`src/rtl/bus_mem.sv`:
```
// Bus-side memory and I/O slave for the 8-bit CPU.
// 254-byte RAM, one input port, one output port, programmable wait states.
module bus_mem #(
  parameter int unsigned WAIT_CYCLES = 1
) (
  input  logic       clk,
  input  logic       reset,
  input  logic [7:0] address,
  input  logic [7:0] data_in,
  output logic [7:0] data_out,
  input  logic       read,
  input  logic       write,
  output logic       ready,
  input  logic       load_en,
  input  logic [7:0] load_addr,
  input  logic [7:0] load_data,
  input  logic [7:0] gpio_in,
  output logic [7:0] gpio_out
);

  localparam logic [3:0] WC = 4'(WAIT_CYCLES);
  localparam logic [7:0] RAM_TOP = 8'hFD;
  localparam logic [7:0] GPI_ADR = 8'hFE;
  localparam logic [7:0] GPO_ADR = 8'hFF;

  typedef enum logic [1:0] {
    S_IDLE,
    S_WAIT,
    S_ACK
  } state_e;

  state_e     state_q, state_d;
  logic [3:0] cnt_q, cnt_d;
  logic [7:0] addr_q, addr_d;
  logic [7:0] wdata_q, wdata_d;
  logic       is_wr_q, is_wr_d;
  logic       ready_q, ready_d;
  logic [7:0] gpo_q, gpo_d;
  logic [7:0] dout_q;
  logic       commit;

  logic [7:0] ram_q [0:253];
  logic       ram_we;
  logic [7:0] ram_wa;
  logic [7:0] ram_wd;
  logic       ld_ok;
  logic       bus_ram_wr;

  assign data_out = dout_q;
  assign ready    = ready_q;
  assign gpio_out = gpo_q;

  // Handshake FSM: latch request, count wait states, commit, hold ACK
  always_comb begin
    state_d = state_q;
    cnt_d   = cnt_q;
    addr_d  = addr_q;
    wdata_d = wdata_q;
    is_wr_d = is_wr_q;
    ready_d = ready_q;
    gpo_d   = gpo_q;
    commit  = 1'b0;
    unique case (state_q)
      S_IDLE: begin
        if (read || write) begin
          state_d = S_WAIT;
          cnt_d   = '0;
          addr_d  = address;
          wdata_d = data_in;
          is_wr_d = write;
        end
      end
      S_WAIT: begin
        if (!load_en) begin
          if (cnt_q == WC) begin
            commit  = 1'b1;
            state_d = S_ACK;
            ready_d = 1'b1;
          end else begin
            cnt_d = cnt_q + 4'd1;
          end
        end
      end
      S_ACK: begin
        if (!read && !write) begin
          state_d = S_IDLE;
          ready_d = 1'b0;
        end
      end
      default: state_d = S_IDLE;
    endcase
    if (commit && is_wr_q && addr_q == GPO_ADR)
      gpo_d = wdata_q;
  end

  // Control and output registers with synchronous reset
  always_ff @(posedge clk) begin
    if (reset) begin
      state_q <= S_IDLE;
      cnt_q   <= '0;
      addr_q  <= '0;
      wdata_q <= '0;
      is_wr_q <= 1'b0;
      ready_q <= 1'b0;
      gpo_q   <= '0;
    end else begin
      state_q <= state_d;
      cnt_q   <= cnt_d;
      addr_q  <= addr_d;
      wdata_q <= wdata_d;
      is_wr_q <= is_wr_d;
      ready_q <= ready_d;
      gpo_q   <= gpo_d;
    end
  end

  // Read data register; loads only when a read commits
  always_ff @(posedge clk) begin
    if (reset) begin
      dout_q <= '0;
    end else if (commit && !is_wr_q) begin
      if (addr_q == GPI_ADR)
        dout_q <= gpio_in;
      else if (addr_q == GPO_ADR)
        dout_q <= gpo_q;
      else
        dout_q <= ram_q[addr_q];
    end
  end

  // Write port mux: load port wins (bus never commits while loading)
  assign ld_ok      = load_en && (load_addr <= RAM_TOP);
  assign bus_ram_wr = commit && is_wr_q && (addr_q <= RAM_TOP);
  assign ram_we     = ld_ok || bus_ram_wr;
  assign ram_wa     = ld_ok ? load_addr : addr_q;
  assign ram_wd     = ld_ok ? load_data : wdata_q;

  // Single write port RAM; contents survive reset
  always_ff @(posedge clk) begin
    if (ram_we)
      ram_q[ram_wa] <= ram_wd;
  end

endmodule

```
`config.mk`:
```
export PLATFORM = sky130hd
export DESIGN_NAME = bus_mem
export DESIGN_NICKNAME = d
export VERILOG_FILES = /design/src/rtl/bus_mem.sv
export SDC_FILE = /design/constraint.sdc
export NUM_CORES = 2
export LEC_CHECK = 0
export CAP_MARGIN = 30
export CORE_UTILIZATION = 60
export CTS_BUF_LIST = sky130_fd_sc_hd__clkbuf_4
export CTS_CLUSTER_DIAMETER = 60
export CTS_CLUSTER_SIZE = 12
export DETAILED_ROUTE_END_ITERATION = 6
export PLACE_DENSITY_LB_ADDON = 0.12
export SLEW_MARGIN = 20
export SYNTH_ARGS = -nofsm -noshare
export SYNTH_HDL_FRONTEND = slang
export SYNTH_SLANG_ARGS = --single-unit
```
`constraint.sdc`:
```
create_clock -name clk -period 4.96 [get_ports clk]
set_input_delay 0.992 -clock clk [delete_from_list [all_inputs] [get_ports clk]]
set_output_delay 0.992 -clock clk [all_outputs]
set_load 0.01 [all_outputs]
```
======== Word level (Yosys, flattened, before mapping) ========
Memories as Yosys holds them, arrays and structs flattened. A register that Yosys moved wholly into a read port is not among the register bits.
Cells that the tools add are included.
storage, ports and cells
  word-level logic and storage cells ...... 64
  output and inout bits ................... 17
  bits in writable memories ............... 2,032
  register bits ........................... 40
  input bits .............................. 45
  memories ................................ 1
operators by class
  reductions and logical operators ........ 18
  add/subtract/negate cells ............... 1
  equality and inequality tests ........... 10
  order comparisons ....................... 2
  mux-type cells .......................... 24
memories
  memory  depth  bits a word  rd ports  clocked after memory_dff  write ports  RTL line  RTL
  ram_q   254    8            1         1                         1            42        logic [7:0] ram_q [0:253];
operators with widths
  kind                 count
  $mux 8               6
  $eq 8x8->1 const B   2
  $le 8x8->1 const B   2
  $mux 4               3
  $reduce_and 4->1     3
  $ne 2x2->1 const B   5
  $mux 1               8
  $mux 2               4
  $pmux 4 s2           1
  $logic_and 1x1->1    6
  $pmux 2 s3           1
  $add 4x1->4 const B  1
  $eq 4x1->1 const B   1
  $reduce_bool 2->1    2
  $logic_not 1->1      3
  $eq 2x1->1 const B   1
  $eq 2x2->1 const B   1
  $logic_not 2->1      1
  $logic_or 1x1->1     2
  $pmux 1 s2           1
  $reduce_and 2->1     1

======== Longest topological paths before layout ========
  word-level depth ........................ 9
  gate-level depth with buffers ........... 13
  depth with buffers taken out ............ 9

======== Worst setup path before layout ========
Ideal clock, no wire load.
  path kind ............................... input port to flip-flop
  from .................................... in load_addr[5]
  to ...................................... mem ram_q[0][0] (data pin)
  data required time ...................... 4,407 ps
  path buffers ............................ 1
  setup time .............................. 553 ps
  path slack .............................. 677 ps
  arrival time ............................ 3,730 ps
  stages .................................. 4
  cells stage by stage .................... nand2_1 > o31ai_2 > clkbuf_1 > mux2_2
between the ends
  word-level cells in the longest chain between the ends .. 3
RTL lines
  what                RTL line  RTL
  start: declaration  15        input logic [7:0] load_addr,
  $le 8x8->1          132       assign ld_ok = load_en && (load_addr <= RAM_TOP);
  $logic_and 1x1->1   132
  $mux 8              136       assign ram_wd = ld_ok ? load_data : wdata_q;
  via ram_wd[0]       45        logic [7:0] ram_wd;
  end: declaration    42
The timed path passes the listed nets, and every way through them passes these cells.

==> out/metrics.yaml <==
power_and_ir_drop:
  switching_share: 0.238
  powerDensity_nw_per_um2: 339
  peakVddDrop_v: 0.000246
  power_frac_seq: 0.646
  combPwrFrac: 0.090
  power.share.clock: 0.264
  p_leak_uw: 0.0277
  p_switching_uw: 7180
  internal-power_uw: 23100
timing:
  worst_slew_pin_slew_ps: 1120
  finalHoldViolations: 0
  layout_min_cycle_time_ps: 4270
  setup_viol: 0
  max_freq_ghz: 0.234
  setup-tns-final_ps: 0
  rsz0062_at_grt: "false"
  relSlewSlack: 0.257
  fin_crit_sh: 0.861
  skew_ps: 91.9
  drv_slew: 0
routing:
  drc: 0
  routed_wl_mm: 230
  routedWlPerCell_um: 35.4
  vias: 45162
  firstDrtPassIters: 6
  first_iter_violations: 7365
  ant_nets: 0
  via_per_inst: 6.94
synthesis:
  ys.flop_type: "edfxtp_1"
  syn_nets: 4237
  synthArstFlopShare: 0
  postSynthAreaPerCell_um2: 19.5
  yosysUniqueCellTypes: 71
  yosysTopAreaCell: "edfxtp_1"
  synth-edff-count: 2032
  ys_ff_latch: 2080
  yosys_warnings: 0
  synth_top_area_frac: 0.745
  synthesis.area_um2: 81900
  synth_area_leaders: "edfxtp_1 (75%), mux4_2 (10%), mux2i_1 (3.0%)"
  netlist_instances: 4190
  yosysSeqAreaShare: 0.757
die:
  ios: 62
  start_util: 0.604
  dieArea_um2: 138000
  die_h_um: 371
  core-area_um2: 135000
  die_w_um: 371
  num_rows: 135
worst_setup_path:
  critPathLaunchType: "flop"
  arrival_ps: 5440
  cp.required_ps: 6130
  criticalPathCategory: "reg -> reg"
  rr_endpoint: "data_out[5]"
  end_kind: "flop"
  crit_fanout: 43
  r2r_setup_slack_ps: 690
  reg2reg_depth: 8
final_layout:
  stdcell_count: 6503
  drive_gt1_frac: 0.242
  synthToLayoutAreaGrowth_pct: 9.09
  final_nets: 4697
hold_path:
  hp-start: "data_in[0]"
  min_delay_path_depth: 3
  min_to: "wdata_q[0]"
  hp-class: "in -> reg"
clocking:
  clkLatencyLatePin_ps: 1290
  cts_setup_buffers: 0
  cts-htree-levels: 4
  cts_tree: "built"
  cts_root_buf: "clkbuf_4"
  hold_buffers: 0
  cts_buffers: 195
  clkSinkCount: 2080
  cts.clk_slew.worst_paths_ps: 130
  ctsResizeCount: 0
  cts_max_path_buffers: 3
place:
  place_inst: 6233
  place_congestion: 0.947
  dp_hpwl_mm: 147
  port_buffers: 61
outcome:
  status: "complete, no violations"
global_routing:
  grt_max_degree: 122
  grt_pass1_wl_mm: 322
  grtUsageTotal: 0.337
  grt_pass1_vias: 43070
  globalRouteOverflowTotal: 0
  grt_antenna_before_repair: 11
job:
  cap_viol_max_count: 0
## cell families after synthesis
family                   synth area share
multiplexers                        0.145
XOR/XNOR                         0.000214
AO/OA/AOI/OAI                      0.0391
flip-flops                          0.757
buffers and inverters              0.0208
adder cells (fa/ha/maj)          0.000306
AND/OR/NAND/NOR                    0.0380
## power by group through the flow
stage	clock [µW]	combinational, µW	sequential (µW)
4_1_cts	8060	2660	19500
6_report	7980	2710	19500
2_1_floorplan	0	1500	19900
3_5_place_dp	0	2660	19900
5_1_grt	8680	2780	19600
3_3_place_gp	0	2630	19900
## layout make-up
class | count | area [µm²]
sequential | 2080 | 62000
fill | 9073 | 46200
multi-input combinational | 1856 | 18400
timing repair buffer | 508 | 4530
tap | 1781 | 2230
clock buffer | 236 | 1770
clock inverter | 22 | 365
inverter | 9 | 36.3
antenna | 11 | 27.5
## layout by cell type, fill, tap and decap left out, types with 11 or more instances in the layout
cell type | synthesis | routed
o21ai_0 | 41 | 40
nand3_1 | 47 | 47
o221ai_1 | 60 | 60
buf_4 | 28 | 400
dfxtp_1 | 48 | 42
buf_12 | 3 | 45
nor3_1 | 49 | 48
a31oi_1 | 23 | 23
nor2_1 | 330 | 329
mux4_2 | 377 | 377
nand4_1 | 12 | 12
a21oi_1 | 101 | 101
mux2i_1 | 244 | 244
clkbuf_4 | 2 | 237
edfxtp_1 | 2032 | 2032
nor2b_1 | 20 | 18
o22ai_1 | 69 | 69
a211oi_1 | 23 | 23
mux4_1 | 20 | 20
nand2_1 | 173 | 172
diode_2 | 0 | 11
mux2_2 | 33 | 25
clkdlybuf4s50_1 | 0 | 61
a22oi_1 | 53 | 53
and2_1 | 11 | 12
nand3b_1 | 15 | 15
## flip-flops by register name, indices dropped and copies added, names as in the netlist, named ones only
name,count
ram_q,2032
addr_q,8
data_out,8
gpio_out,8
wdata_q,8
cnt_q,4
state_q,2
is_wr_q,1
ready,1
## how the worst max path moves through the flow
| stage | startpoint | endpoint | slack (ps) |
|---|---|---|---|
| finish | flop | data_out[5] | 690 |
| detailed placement | load_addr[7] | ram_q[247][6] | 290 |
| floorplan | load_addr[5] | ram_q[0][0] | 680 |
| global route | flop | data_out[5] | 750 |
| global placement | load_addr[7] | ram_q[247][1] | 320 |
| CTS | flop | data_out[5] | 870 |
## through the flow
| stage | total power [µW] | utilization | hold slack [ps] | setup WS [ps] | cell area (µm²) |
|---|---|---|---|---|---|
| after floorplan | 21400 | - | 446 | 677 | 81900 |
| after global placement | 22600 | 0.643 | 474 | 320 | 87100 |
| after detailed placement | 22600 | 0.643 | 485 | 293 | 87100 |
| after CTS | 30300 | 0.659 | 176 | 866 | 89300 |
| after global routing | 31000 | 0.659 | 252 | 754 | 89300 |
| final | 30200 | 0.659 | 287 | 690 | 89300 |
## per-layer routing
layer	wire length, µm	global-route usage
met2	104000	0.496
met3	29500	0.0908
met1	86600	0.484
met5	72	0
met4	10600	0.140
## synth_stat cells (6+ instances only)
| cell | n |
|---|---|
| edfxtp_1 | 2032 |
| mux4_2 | 377 |
| nor2_1 | 330 |
| mux2i_1 | 244 |
| nand2_1 | 173 |
| a21oi_1 | 101 |
| clkbuf_1 | 85 |
| o22ai_1 | 69 |
| buf_2 | 61 |
| o221ai_1 | 60 |
| a22oi_1 | 53 |
| nor3_1 | 49 |
| dfxtp_1 | 48 |
| nand3_1 | 47 |
| o21ai_0 | 41 |
| buf_6 | 40 |
| mux2_2 | 33 |
| buf_4 | 28 |
| a211oi_1 | 23 |
| a31oi_1 | 23 |
| mux4_1 | 20 |
| nor2b_1 | 20 |
| buf_8 | 19 |
| nand3b_1 | 15 |
| nand4_1 | 12 |
| and2_1 | 11 |
| a22o_1 | 10 |
| nand2b_1 | 10 |
| nor4_1 | 10 |
| a221oi_1 | 9 |
| or4_1 | 9 |
| and3_1 | 8 |
| o211ai_1 | 8 |
| buf_1 | 7 |
| a211o_1 | 6 |
| o21ai_1 | 6 |
| o311ai_0 | 6 |
| o31ai_1 | 6 |
| or3_1 | 6 |
## critical path, cell delays in order (launching register included)
cell and delay, ps:
dfxtp_4 940, buf_12 420, mux4_2 670, a22o_1 280
o21ai_0 480, o41ai_1 310, nor4_1 610, buf_4 280
o32ai_1 90
No activity file was read; power rests on OpenSTA's default activity.
